<file path="src/rtl/pic_inta_pkg.sv">
// Shared types and constants for the PIC interrupt-acknowledge sequencer.
package pic_inta_pkg;

  typedef enum logic [2:0] {
    IDLE = 3'd0,
    REQ  = 3'd1,
    ACK1 = 3'd2,
    GAP  = 3'd3,
    ACK2 = 3'd4,
    ACK3 = 3'd5,
    DONE = 3'd6
  } state_t;

  localparam logic [7:0] CALL_OPCODE = 8'hCD;
  localparam logic [2:0] SPURIOUS_IR = 3'd7;

  function automatic logic [7:0] onehot8(input logic [2:0] idx);
    return 8'(1) << idx;
  endfunction

endpackage

</file>
<file path="src/rtl/inta_edge_detect.sv">
// Registers the previous INTA level and reports falling/rising edges.
module inta_edge_detect (
  input  logic clock,
  input  logic reset_n,
  input  logic inta_n,
  output logic fall,
  output logic rise
);

  logic prev;

  // Reset to the idle (high) level so release from reset never fakes an edge.
  always_ff @(posedge clock) begin
    // NOTE: sequential state uses non-blocking assignments so every register samples pre-edge values.
    if (!reset_n) prev <= 1'b1;
    else          prev <= inta_n;
  end

  assign fall = prev & ~inta_n;
  assign rise = ~prev & inta_n;

endmodule

</file>
<file path="src/rtl/inta_sequencer.sv">
// INTA handshake controller: raises INT, counts INTA pulses, sets/clears ISR, drives vector bytes.
// Optional: define INTA_TIMEOUT_EN to abort a sequence stuck between INTA pulses.
module inta_sequencer
  import pic_inta_pkg::*;
#(
  parameter int TIMEOUT_CYCLES = 255,
  parameter int NUM_IR         = 8
) (
  input  logic              clock,
  input  logic              reset_n,
  input  logic              inta_n,
  input  logic              int_req,
  input  logic [2:0]        chosen_ir,
  input  logic              mode_8086,
  input  logic              auto_eoi,
  input  logic [4:0]        vector_base,
  input  logic [2:0]        call_addr_lo,
  input  logic [7:0]        call_addr_hi,
  output logic              int_out,
  output logic              freeze,
  output logic [NUM_IR-1:0] isr_set,
  output logic [NUM_IR-1:0] isr_clr,
  output logic [7:0]        vector_out,
  output logic              vector_oe,
  output logic              busy,
  output logic              timeout_err
);

  state_t     state;
  logic [2:0] ir;
  logic       spurious;
  logic [1:0] pulse_cnt;
  logic       fall;
  logic       rise;
  logic       timeout_hit;

  inta_edge_detect u_edge (
    .clock   (clock),
    .reset_n (reset_n),
    .inta_n  (inta_n),
    .fall    (fall),
    .rise    (rise)
  );

`ifdef INTA_TIMEOUT_EN
  localparam int TW = $clog2(TIMEOUT_CYCLES + 1);
  logic [TW-1:0] tcnt;

  // Counts only while waiting in GAP; any INTA fall restarts it.
  always_ff @(posedge clock) begin
    if (!reset_n)           tcnt <= '0;
    else if (fall)          tcnt <= '0;
    else if (state == GAP)  tcnt <= tcnt + TW'(1);
  end

  assign timeout_hit = (state == GAP) && !fall && (tcnt == TW'(TIMEOUT_CYCLES - 1));
`else
  logic unused_timeout_cfg;
  assign unused_timeout_cfg = ^TIMEOUT_CYCLES;
  assign timeout_hit        = 1'b0;
`endif

  always_ff @(posedge clock) begin
    if (!reset_n) begin
      state       <= IDLE;
      ir          <= '0;
      spurious    <= 1'b0;
      pulse_cnt   <= '0;
      int_out     <= 1'b0;
      freeze      <= 1'b0;
      isr_set     <= '0;
      isr_clr     <= '0;
      vector_out  <= '0;
      vector_oe   <= 1'b0;
      busy        <= 1'b0;
      timeout_err <= 1'b0;
    end else begin
      isr_set     <= '0;
      isr_clr     <= '0;
      timeout_err <= 1'b0;
      case (state)
        IDLE: if (int_req) begin
          state   <= REQ;
          int_out <= 1'b1;
        end
        // INT stays up even if the request vanishes; the ack resolves it as spurious IR7.
        REQ: if (fall) begin
          state      <= ACK1;
          pulse_cnt  <= 2'd1;
          int_out    <= 1'b0;
          freeze     <= 1'b1;
          busy       <= 1'b1;
          vector_out <= CALL_OPCODE;
          vector_oe  <= !mode_8086;
          if (int_req) begin
            ir       <= chosen_ir;
            spurious <= 1'b0;
            isr_set  <= onehot8(chosen_ir);
          end else begin
            ir       <= SPURIOUS_IR;
            spurious <= 1'b1;
          end
        end
        ACK1: if (rise) begin
          state     <= GAP;
          vector_oe <= 1'b0;
        end
        GAP: if (fall) begin
          vector_oe <= 1'b1;
          if (pulse_cnt == 2'd1) begin
            state      <= ACK2;
            pulse_cnt  <= 2'd2;
            vector_out <= mode_8086 ? {vector_base, ir} : {call_addr_lo, ir, 2'b00};
          end else begin
            state      <= ACK3;
            pulse_cnt  <= 2'd3;
            vector_out <= call_addr_hi;
          end
        end else if (timeout_hit) begin
          // Abort leaves the ISR bit set; software clears it with an explicit EOI.
          state       <= IDLE;
          timeout_err <= 1'b1;
          vector_oe   <= 1'b0;
          freeze      <= 1'b0;
          busy        <= 1'b0;
        end
        ACK2: if (rise) begin
          vector_oe <= 1'b0;
          if (mode_8086) begin
            state  <= DONE;
            freeze <= 1'b0;
            busy   <= 1'b0;
            if (auto_eoi && !spurious) isr_clr <= onehot8(ir);
          end else begin
            state <= GAP;
          end
        end
        ACK3: if (rise) begin
          state     <= DONE;
          vector_oe <= 1'b0;
          freeze    <= 1'b0;
          busy      <= 1'b0;
          if (auto_eoi && !spurious) isr_clr <= onehot8(ir);
        end
        DONE:    state <= IDLE;
        default: state <= IDLE;
      endcase
    end
  end

endmodule

</file>
<file path="config.mk">
export PLATFORM = sky130hd
export DESIGN_NAME = inta_sequencer
export DESIGN_NICKNAME = d
export VERILOG_FILES = /design/src/rtl/pic_inta_pkg.sv /design/src/rtl/inta_edge_detect.sv /design/src/rtl/inta_sequencer.sv
export SDC_FILE = /design/constraint.sdc
export NUM_CORES = 1
export LEC_CHECK = 0
export CAP_MARGIN = 15
export CORE_MARGIN = 2
export CORE_UTILIZATION = 48
export DETAILED_ROUTE_END_ITERATION = 8
export GPL_ROUTABILITY_DRIVEN = 0
export PLACE_DENSITY_LB_ADDON = 0.08
export SETUP_SLACK_MARGIN = 0.02
export SLEW_MARGIN = 0
export SYNTH_ARGS = -nofsm -noshare
export SYNTH_HDL_FRONTEND = slang
export SYNTH_SLANG_ARGS = --single-unit
</file>
<file path="constraint.sdc">
create_clock -name clock -period 3.9 [get_ports clock]
set_input_delay 1.17 -clock clock [delete_from_list [all_inputs] [get_ports clock]]
set_output_delay 1.17 -clock clock [all_outputs]
set_load 0.01 [all_outputs]
</file>
==> run metrics <==
pre-CTS WS 0.955 ns; most frequent cells in the layout clkdlybuf4s50_1 (52), dfxtp_1 (37), nor2_1 (20); H-tree depth 2; crit path DAT 2.87 ns; synthesized area per cell 9.01 sq um; vias in the first global route 1486; status complete, no violations; IO Pins 54; antenna viol nets, final 0; Post-synth EDFFs 0; Final period util 66.9%; share of cells above drive strength 1 8.89%; Skew-Pair Late Insertion Delay 0.34 ns; Leak 0.000765 uW; Final HPWL DP 2.94 mm; ant diodes 0; post-placement cell area 2110 sq um; Area growth syn-to-layout 35.4%; # hold bufs at CTS 0; Fill cells 289; IO Port Bufs 52; CTS tree built; Crit path largest cell delay 0.52 ns; register area share after synthesis 46.4%; Slew @ Worst Pin 0.601 ns; CP Buf/Inv Count 1; Core Box Area 3100 sq um; DRT iter0 DRCs 59; Most used DFF post-synth dfxtp_1; Setup-failing EPs final 0; total grt overflow 0; FP Rows 20; largest net degree at the start of global routing 20; Final Max Tran Viols 0; drt via density 5.70; die area 3800 sq um; max cap viols 0; PD cells 341 nW/um^2; Syn. warnings 0; worst hold path type flip-flop to flip-flop; Num CTS Buffers 5; Die H 61.7 um; Worst EP required 4.16 ns; flops & latches, synth 37; synth unique cells 45; CP Cell Sequence clkdlybuf4s50_1 -> and4bb_1 -> nand2_4 -> or3_4 -> nor2_1; clock-pin slew on the worst setup and hold paths 0.11 ns; CTS root buf clkbuf_4; Final #Nets 249; CP Capture Type flip-flop; f_max 0.383 GHz; WL final 4.00 mm; initial antenna violation count 0; Pre-antenna DRT Iters 4; Fin Setup TNS 0 ns; Critical Path Source Type input port; Reg area 741 sq um; Multi-input gate area 766 sq um; GRT Util Overall 24.1%; Post-Syn Area 1600 sq um; DR WL/cell 14.9 um; delay-heaviest family, CP simple AND/OR/NAND/NOR gates; RSZ-0062 raised after global routing no; Worst Clk Skew 0.00748 ns; Mapped Cells 177; peak supply drop 0.232 mV; async set-reset flop share out of synthesis 0%; Residual DRC 0; CP Class input port to flip-flop; Design Area, Final 2160 sq um; Via Count 1533; post-CTS setup buffer count 0; Final Hold Vio Count 0; critical path fanouts, max 8; CTS resizes 0; Critical-path top delay cell and4bb_1; syn nets 202; Die Wd 61.7 um; first-pass GRT wire length 6.58 mm; Slew HR 59.8%; Clock Sink Count 37; final worst slack 1.29 ns; Initial Util 51.4%; Longest Clk Path Bufs 2; fin crit period 2.61 ns; leading cell type in the layout, fill and taps excluded clkdlybuf4s50_1
==> routing by layer <==
metal	global-route usage, %	share of wire [%]	vias to the layer above
met5	0	0	-
met3	6.51	5.4	14
li1	-	-	733
met4	13.4	3.6	0
met2	39.7	50	61
met1	28.3	41	725
==> flip-flops by register name, indices dropped and copies added, names as in the netlist <==
signal	count
int_out	1
spurious	1
isr_set	8
vector_oe	1
vector_out	8
isr_clr	8
pulse_cnt	2
state	3
ir	3
u_edge.prev	1
busy	1
==> path summary, 6_finish.rpt <==
kind,cells after the start,from,to,slack (ns)
worst max-delay path,5,inta_n,isr_set[2],1.29
worst min-delay path,2,pulse_cnt[1],pulse_cnt[1],0.46
worst max register to register,4,state[2],isr_set[2],2.07
worst min register to register,2,pulse_cnt[1],pulse_cnt[1],0.46
==> power by group <==
part	total [uW]	switching (uW)	internal, uW	leakage (uW)
registers	419	23.8	395	0.000301
clock network	190	121	68.7	0.0000320
logic	127	56.9	70.1	0.000433
total	736	202	534	0.000765
==> cell families after synthesis <==
family	synth area share (%)
buffers and inverters	5.57
other	0.235
multiplexers	5.49
AND/OR/NAND/NOR	24.5
XOR/XNOR	0.549
AO/OA/AOI/OAI	17.2
flip-flops	46.4
==> through the flow <==
| step | total power, uW | instances | hold slack [ns] | util (%) |
|---|---|---|---|---|
| 6_report | 736 | 269 | 0.464 | 69.6 |
| 5_1_grt | 771 | 269 | 0.489 | 69.6 |
| 4_1_cts | 742 | 269 | 0.463 | 69.6 |
| 3_5_place_dp | 553 | 261 | 0.447 | 67.9 |
| 3_3_place_gp | 548 | 261 | 0.440 | 67.9 |
| 2_1_floorplan | 492 | 177 | 0.431 | - |
==> area by class of cell <==
class	count	share of cell area, %
Inverter	5	0.869
Tap cell	44	2.55
Clock buffer	6	1.91
Timing Repair Buffer	53	24.4
Clock inverter	2	0.463
Sequential cell	37	34.3
Multi-Input combinational cell	122	35.5
==> cells in the mapped netlist (4+ instances only) <==
library cell  instances  area [sq um]
mux2_2                6          67.6
nand3_1               8          40.0
clkbuf_1              6          22.5
nand2_1              11          41.3
dfxtp_1              37           741
nor2b_1               4          25.0
nand2b_1              7          43.8
a311oi_1              4          35.0
nor3_1                7          35.0
o21ai_0              12          60.1
o22ai_1               4          25.0
nor2_1               20          75.1
inv_1                 4          15.0
a21oi_1               5          25.0
==> worst reg2reg max path, cell delays in order (launching register included) <==
cell and delay [ns]:
dfxtp_1 0.51, and4bb_1 0.55, nand2_4 0.12, or3_4 0.42
nor2_1 0.16
No activity file was read; power rests on OpenSTA's default activity.
==> edit 1 (same flow settings) <==
Add an input register stage for `mode_8086`, with the module's reset; this delays it by one clock. The other inputs are not delayed to match.
--- a/src/rtl/inta_sequencer.sv
+++ b/src/rtl/inta_sequencer.sv
@@ -25,6 +25,16 @@
   output logic              busy,
   output logic              timeout_err
 );
+
+  logic mode_8086_q;
+
+  always_ff @(posedge clock) begin
+    if (!reset_n) begin
+      mode_8086_q <= '0;
+    end else begin
+      mode_8086_q <= mode_8086;
+    end
+  end
 
   state_t     state;
   logic [2:0] ir;
@@ -91,7 +101,7 @@
           freeze     <= 1'b1;
           busy       <= 1'b1;
           vector_out <= CALL_OPCODE;
-          vector_oe  <= !mode_8086;
+          vector_oe  <= !mode_8086_q;
           if (int_req) begin
             ir       <= chosen_ir;
             spurious <= 1'b0;
@@ -110,7 +120,7 @@
           if (pulse_cnt == 2'd1) begin
             state      <= ACK2;
             pulse_cnt  <= 2'd2;
-            vector_out <= mode_8086 ? {vector_base, ir} : {call_addr_lo, ir, 2'b00};
+            vector_out <= mode_8086_q ? {vector_base, ir} : {call_addr_lo, ir, 2'b00};
           end else begin
             state      <= ACK3;
             pulse_cnt  <= 2'd3;
@@ -126,7 +136,7 @@
         end
         ACK2: if (rise) begin
           vector_oe <= 1'b0;
-          if (mode_8086) begin
+          if (mode_8086_q) begin
             state  <= DONE;
             freeze <= 1'b0;
             busy   <= 1'b0;
Function: changed (Yosys sat finds a counterexample within 4 cycles, from zero or initial values and one cycle with reset_n low).
==> edit 1 against the unedited design <==
Final area increased by 5.0%; synthesized area increased by 5.2%; power increased by 13%; sequential cell count increased by 1; routed wire length decreased by 3.3%; synthesized cell count increased by 2.3%; die area increased by 4.8%; worst setup slack got worse by 0.13 ns; clock power increased by 46%; sequential share of layout area decreased by 0.74 points; critical path depth unchanged; highest routed layer unchanged.
==> edit 1: results (changes against the unedited design) <==
[run_status]
outcome=finished, final reports clean  ; unchanged

[critical_path]
reg2reg_slack_ns=2.01  ; was 2.07 ns
critPathMaxStageDelay_ns=0.59  ; was 0.52 ns
r2r-end=isr_set[2]$_SDFF_PP0_  ; unchanged
crit_path_start=inta_n  ; unchanged
crit_arrival_ns=2.99  ; was 2.87 ns
worstSetupPathType=in2reg  ; unchanged
timing.rr.start=state[0]$_SDFFE_PN0P_  ; was state[2]$_SDFFE_PN0P_
worstPathMaxFanout=9  ; was 8
worst_path_max_delay_cell=nand4bb_1  ; was and4bb_1
critPathTopFamily=simple AND/OR/NAND/NOR gates  ; unchanged
start_kind=input pin  ; unchanged

[sta]
fin_worst_skew_ns=0.0114  ; was 0.00748 ns
relSlewSlack=0.511  ; was 0.598

[logic_synthesis]
synth_area_leaders=dfxtp_1 45%, nor2_1 4.0%, mux2_2 4.0%  ; was dfxtp_1 46%, nor2_1 4.7%, mux2_2 4.2%
synth_xor_area_frac=0  ; was 0.00549
ys_seq_area_frac=0.453  ; was 0.464
synth_nets=206  ; was 202
synth.avg_cell_area_um2=9.27  ; was 9.01 um^2
synth_compound_area_frac=0.170  ; was 0.172
synth_mux_area_frac=0.0522  ; was 0.0549
yosys-top-cells-count=38 x dfxtp_1, 18 x nor2_1, 13 x nand2_1  ; was 37 x dfxtp_1, 20 x nor2_1, 12 x o21ai_0
async_reset_ff_frac=0  ; unchanged

[drt]
wirelength_met1_mm=1.77  ; was 1.63 mm
drt_iter0_markers=55  ; was 59
met3RoutedLength_um=269  ; was 214 um
drtPass1Iterations=5  ; was 4
vias=1489  ; was 1533
wl_met2_mm=1.73  ; was 2.01 mm
wl_mm=3.87  ; was 4.00 mm

[place]
dp_hpwl_mm=2.76  ; was 2.94 mm

[power_and_ir_drop]
seq-power_uw=431  ; was 419 uW
pg_clk_uw=278  ; was 190 uW
power.net_switching_uw=208  ; was 202 uW
peakVddDrop_mv=0.215  ; was 0.232 mV
power_frac_seq=0.518  ; was 0.569
p_leak_nw=0.796  ; was 0.765 nW

[global_routing]
track_usage=0.204  ; was 0.241
antenna_found_initial=0  ; unchanged
grt_pass1_vias=1348  ; was 1486
use_met1=0.273  ; was 0.283
grt_use_met2=0.305  ; was 0.397
grt.met3_usage=0.0679  ; was 0.0651
grt_pass1_wl_mm=6.45  ; was 6.58 mm

[layout]
nFillCells=273  ; was 289
fin_nets=253  ; was 249
drive_gt1_frac=0.114  ; was 0.0889
instances_no_fill=274  ; was 269
top_regs=isr_clr (8), isr_set (8), vector_out (8)  ; unchanged

[clock_network]
post_cts_buffers=0  ; unchanged
ctsLongestPathBuffers=2  ; unchanged

[min_path]
hp-class=reg2reg  ; unchanged

## edit 1: stage by stage
| step | setup WS, ns | cell area (um^2) | hold WS, ns |
|---|---|---|---|
| 5_1_grt | 0.994 | 2270 | 0.486 |
| 2_1_floorplan | 1.91 | 1680 | 0.445 |
| 3_5_place_dp | 0.787 | 2190 | 0.443 |
| 4_1_cts | 1.15 | 2270 | 0.465 |
| 6_report | 1.16 | 2270 | 0.460 |
| 3_3_place_gp | 0.919 | 2190 | 0.438 |
## edit 1: how the worst min path moves through the flow
stage	slack [ns]	startpoint	end	cells after the start
after floorplan	0.44	pulse_cnt[1]$_SDFFE_PN0P_	pulse_cnt[1]$_SDFFE_PN0P_	2
after global placement	0.44	vector_out[3]$_SDFFE_PN0P_	vector_out[3]$_SDFFE_PN0P_	2
after detailed placement	0.44	vector_out[0]$_SDFFE_PN0P_	vector_out[0]$_SDFFE_PN0P_	2
after CTS	0.47	vector_out[3]$_SDFFE_PN0P_	vector_out[3]$_SDFFE_PN0P_	2
after global routing	0.49	vector_out[2]$_SDFFE_PN0P_	vector_out[2]$_SDFFE_PN0P_	2
final	0.46	vector_out[3]$_SDFFE_PN0P_	vector_out[3]$_SDFFE_PN0P_	2
## edit 1: cells by family after synthesis
logic type,count (synthesis)
AND/OR/NAND/NOR,73
AO/OA/AOI/OAI,44
flip-flops,38
buffers and inverters,17
multiplexers,8
other,1
## edit 1: final cells by class
| type | instances | area [um^2] | area share |
|---|---|---|---|
| sequential | 38 | 761 | 0.336 |
| clock inverter | 1 | 30.0 | 0.0132 |
| multi-input combinational | 126 | 828 | 0.365 |
| tap | 46 | 57.6 | 0.0254 |
| inverter | 5 | 18.8 | 0.00828 |
| clock buffer | 6 | 51.3 | 0.0226 |
| timing repair buffer | 52 | 520 | 0.230 |
==> edit 2 (config.mk and constraints unchanged) <==
Without the edit above. Add a define of `INTA_TIMEOUT_EN`.
--- a/src/rtl/inta_sequencer.sv
+++ b/src/rtl/inta_sequencer.sv
@@ -1,5 +1,7 @@
 // INTA handshake controller: raises INT, counts INTA pulses, sets/clears ISR, drives vector bytes.
 // Optional: define INTA_TIMEOUT_EN to abort a sequence stuck between INTA pulses.
+`define INTA_TIMEOUT_EN
+
 module inta_sequencer
   import pic_inta_pkg::*;
 #(
Behaviour: same outputs for any inputs over 10 cycles, from zero or initial values and one cycle with reset_n low; that may be too few to reach the edited logic, so the function may still have changed.
==> edit 2 against the unedited design <==
First-iteration DRC count unchanged; register-to-register slack lost 0.16 ns; sequential cell count up 9; synthesized area increased by 32%; final area increased by 26%; power up 74%; worst setup slack got worse by 0.020 ns; routed wire length rose by 12%; combinational power rose to 2.7 times the old value; utilization decreased by 6.1 points; critical endpoint is now vector_out[5]$_SDFFE_PN0P_.
==> edit 2: results (changes against the unedited design) <==
[global_routing]
grt_pass1_vias=1555  ; was 1486
grt_use_met2=0.291  ; was 0.397
grt_pass1_wl_mm=7.58  ; was 6.58 mm
grt_max_degree=23  ; was 20
track_usage=0.191  ; was 0.241
grt.met3_usage=0.0462  ; was 0.0651
use_met1=0.273  ; was 0.283

[clock_network]
post_cts_resized=0  ; unchanged
cts_root_buffer=clkbuf_8  ; was clkbuf_4
clk_pin_slew_ns=0.08  ; was 0.11 ns
worstSkewPairLatency_ns=0.30  ; was 0.34 ns

[power_and_ir_drop]
p_int_uw=883  ; was 534 uW
p_leak_nw=0.955  ; was 0.765 nW

[drt]
drtPass1Iterations=4  ; unchanged
vias=1733  ; was 1533
wl_per_cell_um=14.0  ; was 14.9 um

[run_status]
outcome=finished, final reports clean  ; unchanged

[place]
portBuffers=53  ; was 52
dp_hpwl_mm=3.20  ; was 2.94 mm

[sta]
fin_worst_skew_ns=0.00524  ; was 0.00748 ns
tightest_slew_ns=1.08  ; was 0.601 ns

[logic_synthesis]
yosys-top-cells-count=46 x dfxtp_1, 29 x nor2_1, 13 x nand2_1, 13 x o21ai_0, 10 x nor3_1  ; was 37 x dfxtp_1, 20 x nor2_1, 12 x o21ai_0
synth_nets=252  ; was 202
yosysUniqueCellTypes=54  ; was 45
yosysWarningCount=0  ; unchanged
synth_area_leaders=dfxtp_1 44%, nor2_1 5.2%, mux2i_1 3.8%  ; was dfxtp_1 46%, nor2_1 4.7%, mux2_2 4.2%
ys_seq_area_frac=0.437  ; was 0.464

[layout]
diodes=0  ; unchanged
fin_nets=296  ; was 249
drive_gt1_frac=0.0815  ; was 0.0889

[critical_path]
crit_arrival_ns=2.85  ; was 2.87 ns
reg2reg_slack_ns=1.91  ; was 2.07 ns
timing.rr.start=state[1]$_SDFFE_PN0P_  ; was state[2]$_SDFFE_PN0P_
worstPathMaxFanout=12  ; was 8

[min_path]
hold_start=pulse_cnt[1]$_SDFFE_PN0P_  ; unchanged

-- edit 2: cell count changes after synthesis, sizes merged, moves of 5 or more --
| cell | before | now |
|---|---|---|
| nor2 | 20 | 30 |
| mux2i | 2 | 8 |
| xor2 | 1 | 6 |
| dfxtp | 37 | 46 |
| mux2 | 6 | 0 |
| nand3 | 8 | 3 |
-- edit 2: cells by family (layout without fill, tap and decap cells) --
| family | count (synthesis) | in the layout | synth area share |
|---|---|---|---|
| and+or+nand+nor | 96 | 96 | 0.277 |
| DFF | 46 | 46 | 0.437 |
| AOI/OAI and AO/OA | 44 | 44 | 0.155 |
| buffers and inverters | 22 | 67 | 0.0522 |
| muxes | 8 | 8 | 0.0380 |
| xor gates and xnor gates | 7 | 7 | 0.0291 |
| adders and majority gates | 2 | 2 | 0.0119 |
-- edit 2: metal layers --
| layer | wire [um] | up-vias |
|---|---|---|
| met3 | 289 | 6 |
| met5 | 0 | - |
| met2 | 1990 | 51 |
| met4 | 46 | 0 |
| li1 | - | 885 |
| met1 | 2170 | 791 |
-- edit 2: worst max-delay path, stage by stage --
cell	delay (ns)
clkdlybuf4s50_1	0.48
and4bb_1	0.56
nand2_1	0.22
a211o_1	0.31
a21oi_1	0.11
-- edit 2: final cells by class --
cell class,count,area (um^2)
clock inverters,2,37.5
clock buffers,6,72.6
inverters,6,22.5
fillers,383,1570
repair buffers,53,531
multi-input cells,157,1080
flip-flops and latches,46,921
well taps,52,65.1
-- edit 2: final timing paths --
kind                                                    to  cells past startpoint
worst min register to register   pulse_cnt[1]$_SDFFE_PN0P_                      2
worst min-delay path             pulse_cnt[1]$_SDFFE_PN0P_                      2
worst max register to register       state[0]$_SDFFE_PN0P_                      4
worst max-delay path            vector_out[5]$_SDFFE_PN0P_                      5
-- edit 2: power by group through the flow --
stage          Sequential [mW]  Clock, mW  Combinational (mW)
2_1_floorplan            0.562          0               0.277
3_3_place_gp             0.607          0               0.332
3_5_place_dp             0.608          0               0.337
4_1_cts                  0.597      0.355               0.339
5_1_grt                  0.609      0.373               0.375
6_report                 0.597      0.348               0.337
-- edit 2: per-stage QoR --
stage | instances | setup slack (ns) | hold slack (ns) | area (um^2) | power, mW
after floorplan | 225 | 1.78 | 0.437 | 2110 | 0.840
after global placement | 314 | 0.986 | 0.445 | 2620 | 0.939
after detailed placement | 314 | 0.946 | 0.453 | 2620 | 0.945
after CTS | 322 | 1.25 | 0.464 | 2730 | 1.29
after global routing | 322 | 1.08 | 0.494 | 2730 | 1.36
final | 322 | 1.27 | 0.463 | 2730 | 1.28
